`config.mk`:
```
export PLATFORM = sky130hd
export DESIGN_NAME = aes_cbc_ctrl
export DESIGN_NICKNAME = d
export VERILOG_FILES = /design/src/rtl/aes_pkg.sv /design/src/rtl/aes_cbc_watchdog.sv /design/src/rtl/aes_cbc_ctrl.sv
export SDC_FILE = /design/constraint.sdc
export NUM_CORES = 2
export LEC_CHECK = 0
export BUFFER_PORTS_ARGS = -buffer_cell sky130_fd_sc_hd__clkbuf_2
export CORE_AREA = 2 2 450 452
export DETAILED_ROUTE_END_ITERATION = 8
export DIE_AREA = 0 0 452 454
export MAX_ROUTING_LAYER = met4
export PLACE_DENSITY = 0.48
export SYNTH_ARGS = -nofsm -noshare
export SYNTH_HDL_FRONTEND = slang
export SYNTH_SLANG_ARGS = --single-unit
```
`constraint.sdc`:
```
create_clock -name clk -period 2.26 [get_ports clk]
set_clock_uncertainty 0.05 [all_clocks]
set_input_delay 0.113 -clock clk [delete_from_list [all_inputs] [get_ports clk]]
set_output_delay 0.113 -clock clk [all_outputs]
set_load 0.005 [all_outputs]
```
`src/rtl/aes_pkg.sv`:
```
// Shared AES constants, key-size encodings and the CBC controller state type.
package aes_pkg;

    localparam int AES_BLK_W = 128;
    localparam int AES_KEY_W = 256;

    localparam logic [1:0] MODE_128 = 2'b00;
    localparam logic [1:0] MODE_192 = 2'b01;
    localparam logic [1:0] MODE_256 = 2'b10;

    typedef enum logic [2:0] {
        ST_IDLE,
        ST_ACCEPT,
        ST_ISSUE,
        ST_WAIT,
        ST_OUTPUT,
        ST_ERR
    } cbc_state_t;

    // Encoding 2'b11 is reserved and rejected at configuration time.
    function automatic logic mode_valid(input logic [1:0] mode);
        return (mode == MODE_128) || (mode == MODE_192) || (mode == MODE_256);
    endfunction

endpackage

```
`src/rtl/aes_cbc_watchdog.sv`:
```
// Cycle counter for the core-completion wait; expired is high during the
// TIMEOUT_CYC-th consecutive enabled cycle.
module aes_cbc_watchdog #(
    parameter int unsigned TIMEOUT_CYC = 1023
) (
    input  logic clk,
    input  logic rst,
    input  logic en,
    input  logic clr,
    output logic expired
);

    localparam int unsigned CNT_W = (TIMEOUT_CYC < 2) ? 1 : $clog2(TIMEOUT_CYC);
    localparam logic [CNT_W-1:0] LAST_CNT = CNT_W'(TIMEOUT_CYC - 1);

    logic [CNT_W-1:0] count_reg;

    assign expired = en && (count_reg == LAST_CNT);

    always_ff @(posedge clk or negedge rst) begin
        if (!rst) begin
            count_reg <= '0;
        end else if (clr) begin
            count_reg <= '0;
        end else if (en && !expired) begin
            count_reg <= count_reg + 1'b1;
        end
    end

endmodule

```
`src/rtl/aes_cbc_ctrl.sv`:
```
// CBC chaining controller wrapped around an AES multimode core.
// Define AES_CBC_TIMEOUT_EN to build the core-completion watchdog.
module aes_cbc_ctrl
    import aes_pkg::*;
#(
    parameter int unsigned TIMEOUT_CYC = 1023
) (
    input  logic                 clk,
    input  logic                 rst,
    input  logic                 cfg_load,
    input  logic [1:0]           cfg_mode,
    input  logic                 cfg_encrypt,
    input  logic [AES_KEY_W-1:0] cfg_key,
    input  logic [AES_BLK_W-1:0] cfg_iv,
    input  logic                 in_valid,
    output logic                 in_ready,
    input  logic [AES_BLK_W-1:0] in_data,
    input  logic                 in_last,
    output logic                 out_valid,
    input  logic                 out_ready,
    output logic [AES_BLK_W-1:0] out_data,
    output logic                 out_last,
    output logic                 core_start,
    output logic [1:0]           core_mode,
    output logic                 core_encrypt_en,
    output logic [AES_KEY_W-1:0] core_key,
    output logic [AES_BLK_W-1:0] core_data_in,
    input  logic [AES_BLK_W-1:0] core_data_out,
    input  logic                 core_done,
    output logic                 busy,
    output logic                 err_timeout,
    output logic                 err_cfg
);

    cbc_state_t state_reg, state_next;

    logic [1:0]           mode_reg;
    logic                 enc_reg;
    logic [AES_KEY_W-1:0] key_reg;
    logic [AES_BLK_W-1:0] iv_reg;
    logic [AES_BLK_W-1:0] chain_reg;
    logic [AES_BLK_W-1:0] blk_reg;
    logic                 last_reg;
    logic [AES_BLK_W-1:0] core_in_reg;
    logic [AES_BLK_W-1:0] out_data_reg;
    logic                 err_cfg_reg;

    logic cfg_ok, cfg_bad, accept_fire, done_fire, out_fire, timeout_hit;
    logic [AES_BLK_W-1:0] chain_xor, dec_result;

    assign cfg_ok      = (state_reg == ST_IDLE) && cfg_load && mode_valid(cfg_mode);
    assign cfg_bad     = (state_reg == ST_IDLE) && cfg_load && !mode_valid(cfg_mode);
    assign accept_fire = (state_reg == ST_ACCEPT) && in_valid;
    assign done_fire   = (state_reg == ST_WAIT) && core_done;
    assign out_fire    = (state_reg == ST_OUTPUT) && out_ready;

    genvar gi;
    generate
        for (gi = 0; gi < AES_BLK_W / 32; gi++) begin : g_lane
            assign chain_xor[gi*32 +: 32]  = in_data[gi*32 +: 32] ^ chain_reg[gi*32 +: 32];
            assign dec_result[gi*32 +: 32] = core_data_out[gi*32 +: 32] ^ chain_reg[gi*32 +: 32];
        end
    endgenerate

`ifdef AES_CBC_TIMEOUT_EN
    logic err_timeout_reg;

    aes_cbc_watchdog #(
        .TIMEOUT_CYC(TIMEOUT_CYC)
    ) u_watchdog (
        .clk    (clk),
        .rst    (rst),
        .en     (state_reg == ST_WAIT),
        .clr    (state_reg != ST_WAIT),
        .expired(timeout_hit)
    );

    always_ff @(posedge clk or negedge rst) begin
        if (!rst) begin
            err_timeout_reg <= 1'b0;
        end else if (timeout_hit && !core_done) begin
            err_timeout_reg <= 1'b1;
        end
    end

    assign err_timeout = err_timeout_reg;
`else
    // TIMEOUT_CYC only matters when the watchdog is built.
    localparam int unsigned unused_timeout_cyc = TIMEOUT_CYC;
    assign timeout_hit = 1'b0;
    assign err_timeout = 1'b0;
`endif

    always_ff @(posedge clk or negedge rst) begin
        if (!rst) begin
            state_reg <= ST_IDLE;
        end else begin
            state_reg <= state_next;
        end
    end

    always_comb begin
        state_next = state_reg;
        in_ready   = 1'b0;
        out_valid  = 1'b0;
        core_start = 1'b0;
        busy       = (state_reg != ST_IDLE);
        unique case (state_reg)
            ST_IDLE:   if (cfg_ok) state_next = ST_ACCEPT;
            ST_ACCEPT: begin
                in_ready = 1'b1;
                if (in_valid) state_next = ST_ISSUE;
            end
            ST_ISSUE: begin
                core_start = 1'b1;
                state_next = ST_WAIT;
            end
            // A completion arriving on the expiry cycle still wins.
            ST_WAIT: begin
                if (core_done)        state_next = ST_OUTPUT;
                else if (timeout_hit) state_next = ST_ERR;
            end
            ST_OUTPUT: begin
                out_valid = 1'b1;
                if (out_ready) state_next = last_reg ? ST_IDLE : ST_ACCEPT;
            end
            ST_ERR:    state_next = ST_ERR;
            default:   state_next = ST_IDLE;
        endcase
    end

    always_ff @(posedge clk or negedge rst) begin
        if (!rst) begin
            mode_reg     <= '0;
            enc_reg      <= 1'b0;
            key_reg      <= '0;
            iv_reg       <= '0;
            chain_reg    <= '0;
            blk_reg      <= '0;
            last_reg     <= 1'b0;
            core_in_reg  <= '0;
            out_data_reg <= '0;
            err_cfg_reg  <= 1'b0;
        end else begin
            if (cfg_ok) begin
                mode_reg  <= cfg_mode;
                enc_reg   <= cfg_encrypt;
                key_reg   <= cfg_key;
                iv_reg    <= cfg_iv;
                chain_reg <= cfg_iv;
            end
            if (cfg_bad) begin
                err_cfg_reg <= 1'b1;
            end
            // core_in_reg only changes here, so it stays put through ISSUE and WAIT.
            if (accept_fire) begin
                blk_reg     <= in_data;
                last_reg    <= in_last;
                core_in_reg <= enc_reg ? chain_xor : in_data;
            end
            if (done_fire) begin
                if (enc_reg) begin
                    out_data_reg <= core_data_out;
                    chain_reg    <= core_data_out;
                end else begin
                    out_data_reg <= dec_result;
                    chain_reg    <= blk_reg;
                end
            end
            if (out_fire && last_reg) begin
                chain_reg <= iv_reg;
            end
        end
    end

    assign out_data        = out_data_reg;
    assign out_last        = last_reg && out_valid;
    assign core_mode       = mode_reg;
    assign core_encrypt_en = enc_reg;
    assign core_key        = key_reg;
    assign core_data_in    = core_in_reg;
    assign err_cfg         = err_cfg_reg;

endmodule

```
=== After elaboration in Yosys (flattened, before gate mapping) ===
Cells that the tools add are included.

* Output and inout port bits: 522
* Logic and storage cells: 61
* Register bits after elaboration: 904

* Reduce and logical (&&, ||, !) cells: 16
* Eq/ne operators: 11
* Bitwise gates (word level): 8
* Mux-type cells: 15

{| class="wikitable"
|+ Operator list
! operator !! count
|-
| 128-bit two-way mux || 6
|-
| 32-bit bitwise XOR || 8
|-
| 3-bit case mux with 6 select lines || 1
|-
| 3-bit two-way mux || 4
|-
| 1-bit logical AND || 8
|-
| 2-bit != test (second input constant) || 4
|-
| 3-bit by 2-bit equality test with 1-bit output (second input constant) || 2
|-
| 3-bit equality test (second input constant) || 2
|-
| 3-bit nonzero test || 2
|-
| 1-bit two-way mux || 4
|-
| 4-bit AND reduction || 1
|-
| 3-bit by 1-bit equality test with 1-bit output (second input constant) || 1
|-
| 3-bit zero test || 1
|-
| 2-bit by 1-bit equality test with 1-bit output (second input constant) || 1
|-
| 2-bit equality test (second input constant) || 1
|-
| 2-bit zero test || 1
|-
| 1-bit logical OR || 2
|-
| 1-bit zero test || 1
|}

=== Logic depth before layout (Yosys ltp) ===
* Depth after elaboration: 7
* Mapped depth: 8

=== Least setup slack after synthesis ===
Ideal clock, no wire load.

* Kind: flip-flop to flip-flop
* From: register state_reg[0]
* To: register chain_reg[100]
* Library setup time: 0.126 ns
* Stages on the path, launching flop included: 7
* Data required time: 2.084 ns
* Setup slack: 0.371 ns
* Period minus slack after synthesis: 1.889 ns
* Arrival time: 1.713 ns
* Buffers on the path: 2
* Path through: dfrtp_1 -> or4b_4 -> a21oi_2 -> buf_4 -> nor3_2 -> buf_2 -> a221o_1

* Longest elaborated chain between the ends: 4
* Elaborated cells between the ends (all ways): 11
* Those cells by class: eq/ne: 2; mux: 2; reduce/logical: 7

{| class="wikitable"
|+ Ends and longest elaborated chain
! element !! line !! source
|-
| start, declared || aes_cbc_ctrl.sv:35 || <nowiki>cbc_state_t state_reg, state_next;</nowiki>
|-
| start signal, assigned || aes_cbc_ctrl.sv:98 || <nowiki>state_reg <= state_next;</nowiki>
|-
| 3-bit by 2-bit equality test with 1-bit output (tied with other cells) || aes_cbc_ctrl.sv:54 || <nowiki>assign done_fire = (state_reg == ST_WAIT) && core_done;</nowiki>
|-
| 1-bit logical AND, on equally long branches || aes_cbc_ctrl.sv:54, aes_cbc_ctrl.sv:51, aes_cbc_ctrl.sv:55 ||
|-
| 128-bit two-way mux (tied with other cells) || aes_cbc_ctrl.sv:161 || <nowiki>if (done_fire) begin</nowiki>
|-
| 128-bit two-way mux / 3-bit nonzero test (equally long branches) || - ||
|-
| end signal, assigned || aes_cbc_ctrl.sv:164 || <nowiki>chain_reg <= core_data_out;</nowiki>
|-
| end signal, assigned || aes_cbc_ctrl.sv:167 || <nowiki>chain_reg <= blk_reg;</nowiki>
|-
| end signal, assigned || aes_cbc_ctrl.sv:171 || <nowiki>chain_reg <= iv_reg;</nowiki>
|-
| end, declared || aes_cbc_ctrl.sv:41 || <nowiki>logic [AES_BLK_W-1:0] chain_reg;</nowiki>
|}

Parallel ways exist; a longest one is shown, timed or not.
A chain may end at the register's enable or synchronous reset.

=== Worst setup path in the final report ===
* From: register state_reg[2]
* To: register blk_reg[65]

* Longest elaborated chain between the ends: 2

{| class="wikitable"
|+ Ends and longest elaborated chain
! element !! line !! source
|-
| 3-bit by 1-bit equality test with 1-bit output || aes_cbc_ctrl.sv:53 || <nowiki>assign accept_fire = (state_reg == ST_ACCEPT) && in_valid;</nowiki>
|-
| 1-bit logical AND || aes_cbc_ctrl.sv:53 ||
|-
| end signal, assigned || aes_cbc_ctrl.sv:157 || <nowiki>blk_reg <= in_data;</nowiki>
|-
| end, declared || aes_cbc_ctrl.sv:42 || <nowiki>logic [AES_BLK_W-1:0] blk_reg;</nowiki>
|}

No other way between the ends.

==> metrics.yaml <==
finish:
  fin_util: 0.307
  fin_nets: 6681
  mostFrequentLayoutCell: "nand2_1"
  fillCellCount: 20791
  area_delta_synth_final_pct: 57.5
  multiInputGateArea_sq_mm: 0.0154
  most-common-layout-cells: "nand2_1 (1498), clkbuf_2 (1168), dfrtp_1 (903), dlygate4sd3_1 (874), mux2_2 (209)"
  drive_above_1_share: 0.281
  seqCellArea_sq_mm: 0.0226
  largest_reg_flops: 256
  finalNonFillerCells: 8833
synth:
  synth_nets: 4626
  syn_inst: 3976
  netlist_top_cells_area: "dfrtp_1 (58%), nand2_1 (14%), mux2_2 (6.0%)"
  synth.largest_area_cell: "dfrtp_1"
  avgSynthCellArea_sq_um: 9.86
  synthXorXnorAreaFrac: 0.0572
  synth_seq_cells: 904
  ys_types: 36
  yosysWarnings: 0
  yosys.area_share.adder: 0
  synth_compound_area_frac: 0.0828
  synth_top_family_by_area: "simple AND/OR/NAND/NOR gates"
  yosysTopAreaCellShare: 0.577
  muxShareOfSynthArea: 0.0721
  seq_area_frac_synth: 0.577
  synthSimpleGateAreaFrac: 0.180
  synthesis.area_sq_mm: 0.0392
sta:
  rsz0062_at_grt: "false"
  drv_slew: 0
  setup_viol: 0
  fmax_mhz: 456
  tightest_slew_ns: 0.713
  fin_crit_ns: 2.19
  fin_hold_ws_ns: 0.105
  hold_violations: 0
  fin_tns_setup_ns: 0
  relSlewSlack: 0.524
  period_share: 0.971
drt:
  drt_wl_total_mm: 191
  wl_met1_mm: 73.7
  drtAntennaViolNets: 0
  drc_errors: 0
  highest_layer: "met4"
  via_per_inst: 4.19
  wire_per_inst_microns: 21.7
  wl_met2_mm: 97.7
  drt_first_pass_iters: 5
  wl_met3_mm: 9.27
  vias: 37019
  drt_iter0_drc: 2419
cts:
  clkSinkCount: 904
  cts.clk_slew.worst_paths_ns: 0.06
  numCtsBuffers: 107
  insertion_delay_ns: 0.74
  clk_path_buf_depth: 3
  cts_tree: "yes"
  h-tree-depth: 3
  root_buffer: "clkbuf_16"
place:
  place_inst: 7711
  portBuffers: 1170
  dp_hpwl_mm: 144
  gp_congestion: 0.910
critical_path:
  timing.rr.end: "blk_reg[65]$_DFFE_PN0P_"
  crit_path_end: "blk_reg[65]$_DFFE_PN0P_"
  crit_family: "buffers and inverters"
  crit_arrival_ns: 2.76
  path_depth: 6
  cp_cell_sequence: "buf_4 -> nand2b_1 -> nor2_4 -> buf_12 -> mux2_2 -> dlygate4sd3_1"
  cp-start-kind: "flip-flop"
  worstPathRequired_ns: 2.82
  cp-startpoint: "state_reg[2]$_DFFE_PN0P_"
  r2r_cells: 6
  crit_type: "flip-flop to flip-flop"
  r2r_slack_ns: 0.07
  slowest_delay_ns: 0.56
  endpoint_kind: "flip-flop"
  reg2reg_from: "state_reg[2]$_DFFE_PN0P_"
  path_buf_inv: 3
  path_max_fanout: 13
  crit_slowest_cell: "dlygate4sd3_1"
global_routing:
  grt_max_degree: 98
  grt_pass1_wl_mm: 270
  antenna_found_initial: 54
  grt_usage: 0.185
  gr-total-overflow: 0
  grt_pass1_vias: 38355
floorplanning:
  core_sq_mm: 0.201
  die_w_microns: 452
  rows: 165
  die_area_sq_mm: 0.205
  die_h_microns: 454
  ioPinCount: 1172
  initial_utilization: 0.195
hold_path:
  hold_path_class: "primary input to flip-flop"
power_and_ir_drop:
  power_mw: 79.1
  powerDensity_mw_per_mm2: 1280
  ir_worst_vdd_uv: 633
  p_leak_nw: 29.6
outcome:
  outcome: "finished clean"
run:
  maxCapViolCount: 0
==> worst min-delay path by stage <==
stage	endpoint	cells after the start	from	slack, ns
2_1_floorplan	blk_reg[0]$_DFFE_PN0P_	0	rst	-0.23
3_3_place_gp	iv_reg[126]$_DFFE_PN0P_	1	rst	0.07
3_5_place_dp	iv_reg[126]$_DFFE_PN0P_	1	rst	0.07
4_1_cts	iv_reg[72]$_DFFE_PN0P_	4	cfg_iv[72]	0.0003
5_1_grt	iv_reg[40]$_DFFE_PN0P_	4	cfg_iv[40]	0.05
6_report	iv_reg[117]$_DFFE_PN0P_	4	cfg_iv[117]	0.10
==> metal layers <==
layer  up-vias  GRT usage
li1      17193          -
met1     18173      0.204
met2      1273      0.317
met3       380     0.0329
met4         0     0.0998
met5         -          -
==> synthesized netlist by cell type, drive strengths merged <==
| cell | number |
|---|---|
| o2bb2ai | 46 |
| a221o | 47 |
| a31oi | 82 |
| and4 | 1 |
| or3 | 1 |
| a41oi | 1 |
| clkbuf | 97 |
| a2bb2oi | 1 |
| xnor2 | 128 |
| nor3b | 1 |
| or4b | 1 |
| conb | 1 |
| nor2b | 129 |
| dfrtp | 904 |
| mux2 | 209 |
| a21oi | 130 |
| nand4b | 1 |
| o21bai | 1 |
| nor3 | 2 |
| a32oi | 1 |
| buf | 159 |
| nand2b | 4 |
| xor2 | 128 |
| o22ai | 81 |
| nand4 | 1 |
| nor2 | 140 |
| inv | 2 |
| o21ai | 131 |
| nand2 | 1498 |
| and4b | 1 |
| mux2i | 47 |
==> per-stage QoR <==
stage | setup WS (ns) | instance area [sq um]
6_report | 0.0662 | 61700
5_1_grt | 0.00239 | 61700
4_1_cts | -0.0545 | 61500
3_5_place_dp | 0.0991 | 49100
3_3_place_gp | 0.121 | 49100
2_1_floorplan | 0.371 | 39200
==> where the power goes <==
part           total (mW)  internal (mW)  switching [mW]
clock network        18.3           10.6            7.72
logic                31.5           14.0            17.5
registers            29.2           24.0            5.21
total                79.1           48.6            30.5
==> what timing repair did <==
item / 4_1_cts / 5_1_grt
endpoints found under the setup margin: 2 / 7
hold buffers: 874 / 0
pin swaps: 0 / 1
endpoints found under the hold margin: 1808 / 0
gates resized for setup: 4 / 3
buffers inserted: 0 / 9
==> area by class of cell <==
cell class | count | area share
tap | 2672 | 0.0542
clock buffer | 159 | 0.0511
inverter | 2 | 0.000122
clock inverter | 40 | 0.00843
sequential | 904 | 0.367
multi-input combinational | 2814 | 0.250
timing repair buffer | 2202 | 0.268
antenna | 40 | 0.00162
==> worst min-delay path: stages <==
cell and delay (ns):
dlygate4sd3_1 0.54, clkbuf_2 0.11, nand2_1 0.06, nand2_1 0.06
==> logic make-up (layout without fill, tap and decap cells) <==
| family | count (synthesis) | after routing |
|---|---|---|
| buffers and inverters | 258 | 2403 |
| DFF | 904 | 904 |
| and+or+nand+nor | 1780 | 1780 |
| AOI/OAI and AO/OA | 521 | 521 |
| other | 1 | 41 |
| xor gates and xnor gates | 256 | 256 |
| muxes | 256 | 256 |
No activity file was read; power rests on OpenSTA's default activity.
